### config.mk
export PLATFORM = sky130hd
export DESIGN_NAME = mem_stage
export DESIGN_NICKNAME = d
export VERILOG_FILES = /design/src/rtl/mem_stage_pkg.sv /design/src/rtl/mem_stage_load_align.sv /design/src/rtl/mem_stage.sv
export SDC_FILE = /design/constraint.sdc
export NUM_CORES = 1
export LEC_CHECK = 0
export ABC_AREA = 1
export BUFFER_PORTS_ARGS = -buffer_cell sky130_fd_sc_hd__buf_2
export CORE_AREA = 2 2 200 202
export CTS_CLUSTER_SIZE = 24
export DETAILED_ROUTE_END_ITERATION = 8
export DIE_AREA = 0 0 202 204
export SLEW_MARGIN = 20
export SYNTH_ARGS = -nofsm -noshare
export SYNTH_HDL_FRONTEND = slang
export SYNTH_SLANG_ARGS = --single-unit
### constraint.sdc
create_clock -name clk -period 4.9 [get_ports clk]
set_input_delay 0.49 -clock clk [delete_from_list [all_inputs] [get_ports clk]]
set_output_delay 0.49 -clock clk [all_outputs]
set_load 0.02 [all_outputs]
### src/rtl/mem_stage_pkg.sv
// Shared widths, bus layouts and constants for the memory-access pipeline stage.
package mem_stage_pkg;

    localparam int unsigned EM_W = 195;
    localparam int unsigned MW_W = 159;
    localparam int unsigned MD_W = 117;

    // res_from_mem bit positions
    localparam int unsigned LD_W = 3;
    localparam int unsigned LD_U = 2;
    localparam int unsigned LD_H = 1;
    localparam int unsigned LD_B = 0;

    localparam logic [7:0] ECODE_INT = 8'h00;
    localparam logic [7:0] ECODE_ADE = 8'h08;
    localparam logic [7:0] ECODE_ALE = 8'h09;
    localparam logic [7:0] ECODE_SYS = 8'h0b;

    typedef struct packed {
        logic [31:0] pc;
        logic [31:0] rf_wdata;
        logic        gr_we;
        logic [4:0]  dest;
        logic [3:0]  res_from_mem;
        logic [31:0] addr;
        logic        ex;
        logic [7:0]  ecode;
        logic        esubcode;
        logic [13:0] csr_addr;
        logic        csr_we;
        logic [31:0] csr_wmask;
        logic [31:0] csr_wdata;
    } em_bus_t;

    typedef struct packed {
        logic [31:0] pc;
        logic [31:0] final_result;
        logic        gr_we;
        logic [4:0]  dest;
        logic        ex;
        logic [7:0]  ecode;
        logic        esubcode;
        logic [13:0] csr_addr;
        logic        csr_we;
        logic [31:0] csr_wmask;
        logic [31:0] csr_wdata;
    } mw_bus_t;

    typedef struct packed {
        logic        ld_pending;
        logic [4:0]  dest_masked;
        logic [31:0] final_result;
        logic        csr_we_v;
        logic [13:0] csr_addr;
        logic [31:0] csr_wmask;
        logic [31:0] csr_wdata;
    } md_bus_t;

    typedef enum logic {RbufIdle, RbufHeld} rbuf_state_e;

endpackage

### src/rtl/mem_stage_load_align.sv
// Load data alignment: picks the addressed word/half/byte out of the raw SRAM word and extends it.
module mem_stage_load_align
    import mem_stage_pkg::*;
(
    input  logic [31:0] ld_raw,
    input  logic [1:0]  addr,
    input  logic [3:0]  res_from_mem,
    output logic [31:0] result
);

    logic [31:0] half_sh;
    logic [31:0] byte_sh;

    always_comb begin
        half_sh = ld_raw >> {addr[1], 4'b0000};
        byte_sh = ld_raw >> {addr, 3'b000};
        result  = ld_raw;
        if (res_from_mem[LD_W]) begin
            result = ld_raw;
        end else if (res_from_mem[LD_H]) begin
            result = res_from_mem[LD_U] ? {16'b0, half_sh[15:0]}
                                        : {{16{half_sh[15]}}, half_sh[15:0]};
        end else if (res_from_mem[LD_B]) begin
            result = res_from_mem[LD_U] ? {24'b0, byte_sh[7:0]}
                                        : {{24{byte_sh[7]}}, byte_sh[7:0]};
        end
    end

endmodule

### src/rtl/mem_stage.sv
// Memory-access pipeline stage: latches the E->M bus, holds load data across W stalls,
// aligns loads, and drives the M->W and M->D forwarding buses.
module mem_stage
    import mem_stage_pkg::*;
(
    input  logic            clk,
    input  logic            rstn,
    input  logic            em_valid,
    input  logic [EM_W-1:0] em_bus,
    output logic            m_allowin,
    input  logic            w_allowin,
    output logic            mw_valid,
    output logic [MW_W-1:0] mw_bus,
    output logic [MD_W-1:0] md_for_bus,
    input  logic            ex_en,
    input  logic [31:0]     data_sram_rdata
);

    em_bus_t     em_in;
    em_bus_t     em_q;
    logic        m_valid_q;
    logic        entry_q;
    logic        ex_flag_q;
    logic [31:0] rbuf_q, rbuf_d;
    rbuf_state_e state_q, state_d;

    logic        ex_m;
    logic [31:0] ld_raw;
    logic [31:0] aligned;
    logic [31:0] final_result;
    mw_bus_t     mw;
    md_bus_t     md;
    logic        unused_addr;

    assign em_in     = em_bus;
    assign ex_m      = m_valid_q & em_q.ex;
    assign m_allowin = !m_valid_q | w_allowin;
    assign mw_valid  = m_valid_q;

    always_ff @(posedge clk) begin
        if (!rstn) begin
            m_valid_q <= 1'b0;
            em_q      <= '0;
            entry_q   <= 1'b0;
            ex_flag_q <= 1'b0;
            state_q   <= RbufIdle;
            rbuf_q    <= '0;
        end else begin
            // Younger instructions are dropped while an exception is outstanding.
            if (m_allowin) begin
                m_valid_q <= em_valid & ((!ex_flag_q & !ex_m) | ex_en);
            end else if (ex_en) begin
                m_valid_q <= 1'b0;
            end
            if (em_valid & m_allowin) begin
                em_q <= em_in;
            end
            entry_q <= m_allowin;
            if (ex_en) begin
                ex_flag_q <= 1'b0;
            end else if (ex_m) begin
                ex_flag_q <= 1'b1;
            end
            state_q <= state_d;
            rbuf_q  <= rbuf_d;
        end
    end

    // Once M stalls, E may reissue a read and overwrite the SRAM output, so keep the first beat.
    always_comb begin
        state_d = state_q;
        rbuf_d  = rbuf_q;
        unique case (state_q)
            RbufIdle: begin
                if (entry_q & m_valid_q & !w_allowin & !ex_en) begin
                    state_d = RbufHeld;
                    rbuf_d  = data_sram_rdata;
                end
            end
            RbufHeld: begin
                if (m_allowin | ex_en) begin
                    state_d = RbufIdle;
                end
            end
            default: state_d = RbufIdle;
        endcase
    end

    assign ld_raw = (state_q == RbufHeld) ? rbuf_q : data_sram_rdata;

    mem_stage_load_align u_load_align (
        .ld_raw       (ld_raw),
        .addr         (em_q.addr[1:0]),
        .res_from_mem (em_q.res_from_mem),
        .result       (aligned)
    );

    assign final_result = |em_q.res_from_mem ? aligned : em_q.rf_wdata;
    assign unused_addr  = ^em_q.addr[31:2];

    always_comb begin
        mw              = '0;
        mw.pc           = em_q.pc;
        mw.final_result = final_result;
        mw.gr_we        = em_q.gr_we & !ex_m;
        mw.dest         = em_q.dest;
        mw.ex           = em_q.ex;
        mw.ecode        = em_q.ecode;
        mw.esubcode     = em_q.esubcode;
        mw.csr_addr     = em_q.csr_addr;
        mw.csr_we       = em_q.csr_we & !ex_m;
        mw.csr_wmask    = em_q.csr_wmask;
        mw.csr_wdata    = em_q.csr_wdata;

        md              = '0;
        md.ld_pending   = 1'b0;
        md.dest_masked  = em_q.dest & {5{m_valid_q & em_q.gr_we & !ex_m}};
        md.final_result = final_result;
        md.csr_we_v     = m_valid_q & em_q.csr_we & !ex_m;
        md.csr_addr     = em_q.csr_addr;
        md.csr_wmask    = em_q.csr_wmask;
        md.csr_wdata    = em_q.csr_wdata;
    end

    assign mw_bus     = mw;
    assign md_for_bus = md;

endmodule

# Yosys cells after proc, flatten, opt, wreduce, memory -nomap -nowiden
# Index checks and enable logic that the tools add are counted.
# Widths: inputs -> output; s select.
# classes
reduce_logical,9
n_shift,2
muxes,12
n_bitwise,19
# op_table
cell,count
$mux 32,7
$shr 32x5->16,1
$shr 32x5->8,1
$and 1x1->1,13
$and 5x5->5,1
$logic_not 1->1,5
$mux 1,4
$reduce_or 4->1,1
$or 1x1->1,3
$not 1->1,2
$pmux 1 s2,1
$reduce_and 2->1,1
$reduce_bool 2->1,1
$reduce_or 2->1,1
# word_totals
ff_bits,201
elab_cells,60
output_inout_bits,278

# Depth between registers and ports, before layout
# depth
word_depth,7
mapped_depth,13

# Modules after synthesis
# A second synthesis with hierarchy kept.
# hier_totals
hier_cells,1559
area_unflattened_um2,10855.4
# by_module_without_submodules
mod,area_per_inst_um2,n_inst,cells_per_inst
mem_stage,10068.4,1,1378
mem_stage_load_align,787.0,1,181

# Worst setup path before layout
# No wires, ideal clock.
# synth_timing
kind,reg-to-output
start,register em_q[90] in the netlist's numbering
end,output mw_bus[108]
setup_slack_ns,2.638
t_required_ns,4.410
stages_incl_launch_ff,13
n_path_buf,2
t_arrival_ns,1.772
cell_sequence,dfxtp_1 buf_4 inv_2 nor2_4 nand2_1 nand2_1 inv_1 nand2_2 nand3_1 nand2_1 nand2_1 a21oi_1 buf_4
# synth_between
elab_chain_len,6
elab_cells_between_ends,8
classes_between,shift (2); mux (6)
# synth_rtl
item,line,source
from (decl),mem_stage.sv:20,em_bus_t em_q;
from (signal assigned),mem_stage.sv:56,em_q <= em_in;
$shr 32x5->8,mem_stage_load_align.sv:16,"byte_sh = ld_raw >> {addr, 3'b000};"
$mux 32,mem_stage_load_align.sv:24,"result = res_from_mem[LD_U] ? {24'b0, byte_sh[7:0]}"
$mux 32,mem_stage_load_align.sv:23,end else if (res_from_mem[LD_B]) begin
$mux 32 (*),mem_stage_load_align.sv:20,end else if (res_from_mem[LD_H]) begin
$mux 32 (*),mem_stage_load_align.sv:18,if (res_from_mem[LD_W]) begin
$mux 32 (*),mem_stage.sv:98,assign final_result = |em_q.res_from_mem ? aligned : em_q.rf_wdata;
to (decl),mem_stage.sv:13,"output logic [MW_W-1:0] mw_bus,"
# Mark *: on every way between the ends. The rest lies on a longest branch, timed or not.

# Final worst setup path
# layout_timing
start,register em_q[122] in the netlist's numbering
end,output md_for_bus[80]
# layout_between
elab_chain_len,3
elab_cells_between_ends,4
classes_between,mux (3); reduce/logical (1)
# layout_rtl
item,line,source
$mux 32,mem_stage_load_align.sv:20,
$mux 32,mem_stage_load_align.sv:18,
$mux 32 (*),mem_stage.sv:98,
to (decl),mem_stage.sv:14,"output logic [MD_W-1:0] md_for_bus,"
# Marks and branches as above.

==> reports/metrics.cfg <==
[global_route]
grt_overflow_total=0
grt_start_max_net_pins=119
antenna_found_initial=30
grtUsageTotal_pct=15.6
grt_pass1_wl_mm=50.1
grt_pass1_vias=8955

[power]
power_w=0.00473
power.leakage_nw=6.06
ir_drop_uv=212
powerDensity_nw_per_um2=390

[synthesis]
synth.area.top_cells=dfxtp_1 (39%), buf_4 (17%), nor2_1 (13%)
syn_area_per_cell_um2=6.96
ys_seq_elements=201
synth_cells=1484
yosys_warnings=0
synth_area_um2=10300
yosysTopAreaCellShare_pct=39.0
yosys.area.top_type=dfxtp_1
synth_fp_nets=1716
yosysUniqueCellTypes=27
synth_seq_area_share_pct=39.0

[hold_path]
hold_path.class=in2reg
hold_depth=2
hold_end=ex_flag_q$_SDFFE_PP0P_
min_from=ex_en

[route]
ant_nets=0
route.vias.total=9864
viasPerCell=4.44
drc=0
wl_mm=33.6
drt-initial-drc-count=603
drtPass1Iterations=5
wl_per_cell_um=15.1

[floorplan]
chipWidth_um=202
ios=510
die_height_um=204
core_area_um2=39200
rows=73
start_util_pct=26.3
die_area_um2=41200

[worst_setup_path]
arrival_ps=2780
start_kind=flop
timing.rr.start=mw_valid$_SDFFE_PN0N_
reg2regPathDepth=5
end_kind=output pin
ff2ff_setup_slack_ps=2350
rr_endpoint=mw_bus[132]$_SDFFE_PN0P_
worstSetupPathType=reg2out
required_ps=4410
path_max_fanout=12

[sta]
finalHoldViolCount=0
finClkSkew_ps=19.6
tightest_slew_ps=1050
timing.fmax_mhz=306
max_slew_margin_pct=30.3
setup_viol=0
rsz0062_at_grt=false
fin_setup_tns_ps=0
period_minus_slack_ps=3270
drv_slew=0
timing.final.crit_share_pct=66.8

[placed_design]
place_congestion=0.854
hpwl_mm=25.0
io_buffers=478

[clocking]
postCtsHoldBufs=0
post-cts-setup-buffers=0
cts_tree=yes
clk_path_buf_depth=3
cts_sinks=201
cts_max_level=1
clk_latency_ps=540
clkSlewWorstSetupHoldPaths_ps=60
cts_resized=0
numCtsBuffers=25
cts-root-buf=clkbuf_16

[finish]
fin_nets=1907
synthToLayoutAreaGrowth_pct=17.4
final_core_util_pct=30.9
fill_cells=4278
drive_above_1_share_pct=32.2

[run_status]
outcome=finished clean

[job]
maxCapViolations=0

[synth_stat cells]
| cell type | number |
|---|---|
| nand2_1 | 167 |
| nand2_4 | 1 |
| o21ai_0 | 220 |
| o22ai_1 | 1 |
| and2_1 | 11 |
| buf_1 | 1 |
| conb_1 | 1 |
| nand2_2 | 4 |
| clkbuf_1 | 58 |
| a31oi_1 | 1 |
| nor2_2 | 1 |
| buf_4 | 240 |
| clkinv_1 | 1 |
| a22o_1 | 1 |
| nor3_1 | 1 |
| dfxtp_1 | 201 |
| inv_1 | 66 |
| o211ai_1 | 1 |
| a21oi_1 | 84 |
| buf_2 | 17 |
| a21oi_2 | 10 |
| clkbuf_2 | 1 |
| nor2_1 | 355 |
| nor2_4 | 2 |
| inv_2 | 5 |
| buf_6 | 2 |
| nand3_1 | 31 |
[worst max path at each step]
stage	endpoint	cells after the start	slack, ps	start
floorplan	mw_bus[108]	12	2640	em_q[90]$_SDFFE_PN0P_
CTS	mw_bus[108]	12	1630	state_q$_SDFF_PN0_
detailed placement	md_for_bus[31]$_SDFFE_PN0P_	7	2080	w_allowin
finish	md_for_bus[80]	7	1630	em_q[122]$_SDFFE_PN0P_
global placement	md_for_bus[31]$_SDFFE_PN0P_	7	2170	w_allowin
global route	md_for_bus[94]	12	1360	state_q$_SDFF_PN0_
[layer usage]
metal	vias up	GRT usage (%)	part of all wire (%)
li1	4847	-	-
met5	-	0	0.53
met2	459	27.7	49
met3	97	5.44	9.5
met1	4435	17.2	38
met4	26	5.36	3.4
[flip-flops by register name, summed over array words and instances (netlist names)]
name        flops
mw_bus         47
state_q         1
rbuf_q         32
em_q           40
md_for_bus     78
entry_q         1
ex_flag_q       1
mw_valid        1
[power by group]
group | switching (W) | total [W] | internal [W]
Clock | 0.000725 | 0.00177 | 0.00104
Sequential | 0.0000748 | 0.00183 | 0.00175
Combinational | 0.000770 | 0.00113 | 0.000362
Total | 0.00157 | 0.00473 | 0.00316
[layout make-up]
type	instances	area (µm²)	area share (%)
flip-flops and latches	201	4020	33.2
multi-input cells	892	3910	32.3
well taps	525	657	5.42
clock buffers	34	699	5.77
repair buffers	483	2460	20.3
clock inverters	9	77.6	0.640
inverters	72	275	2.27
diodes	7	17.5	0.145
[critical path, stage by stage, from the launching register on]
cell and delay [ps]:
dfxtp_1 610, inv_1 140, nor2_2 290, inv_1 160
nand2_1 190, a21oi_1 100, a21oi_1 480, buf_2 270
[cells in the final DEF (no fill, tap or decap)]
cell type / instances
a31oi_1: 1
clkbuf_8: 4
inv_2: 4
buf_12: 2
clkinv_1: 1
nand3_4: 1
buf_4: 4
nor2_2: 1
nand2_4: 2
inv_1: 66
o21ai_0: 220
nand3_1: 30
diode_2: 7
o22ai_1: 1
dfxtp_1: 201
conb_1: 1
a21oi_2: 10
nor2_4: 2
bufinv_16: 1
clkbuf_16: 25
nand2_1: 167
nand2_2: 3
buf_2: 477
clkinv_4: 1
a22o_1: 1
a21oi_1: 84
nor3_1: 1
and2_1: 11
inv_6: 2
clkbuf_1: 5
clkinv_2: 6
o211ai_1: 1
nor2_1: 355
[metrics by stage]
stage	hold slack [ps]	setup slack (ps)	instance area, µm²	std cells
floorplan	424	2640	10300	1484
global placement	432	2170	11300	2173
detailed placement	435	2080	11300	2173
CTS	103	1630	12100	2216
global route	133	1360	12100	2219
finish	137	1630	12100	2223
[logic make-up after synthesis]
group / synth area share, %
flip-flops: 39.0
AND/OR/NAND/NOR: 21.8
buffers and inverters: 23.3
other: 0.0363
AO/OA/AOI/OAI: 15.9
No activity file was read; power rests on OpenSTA's default activity.
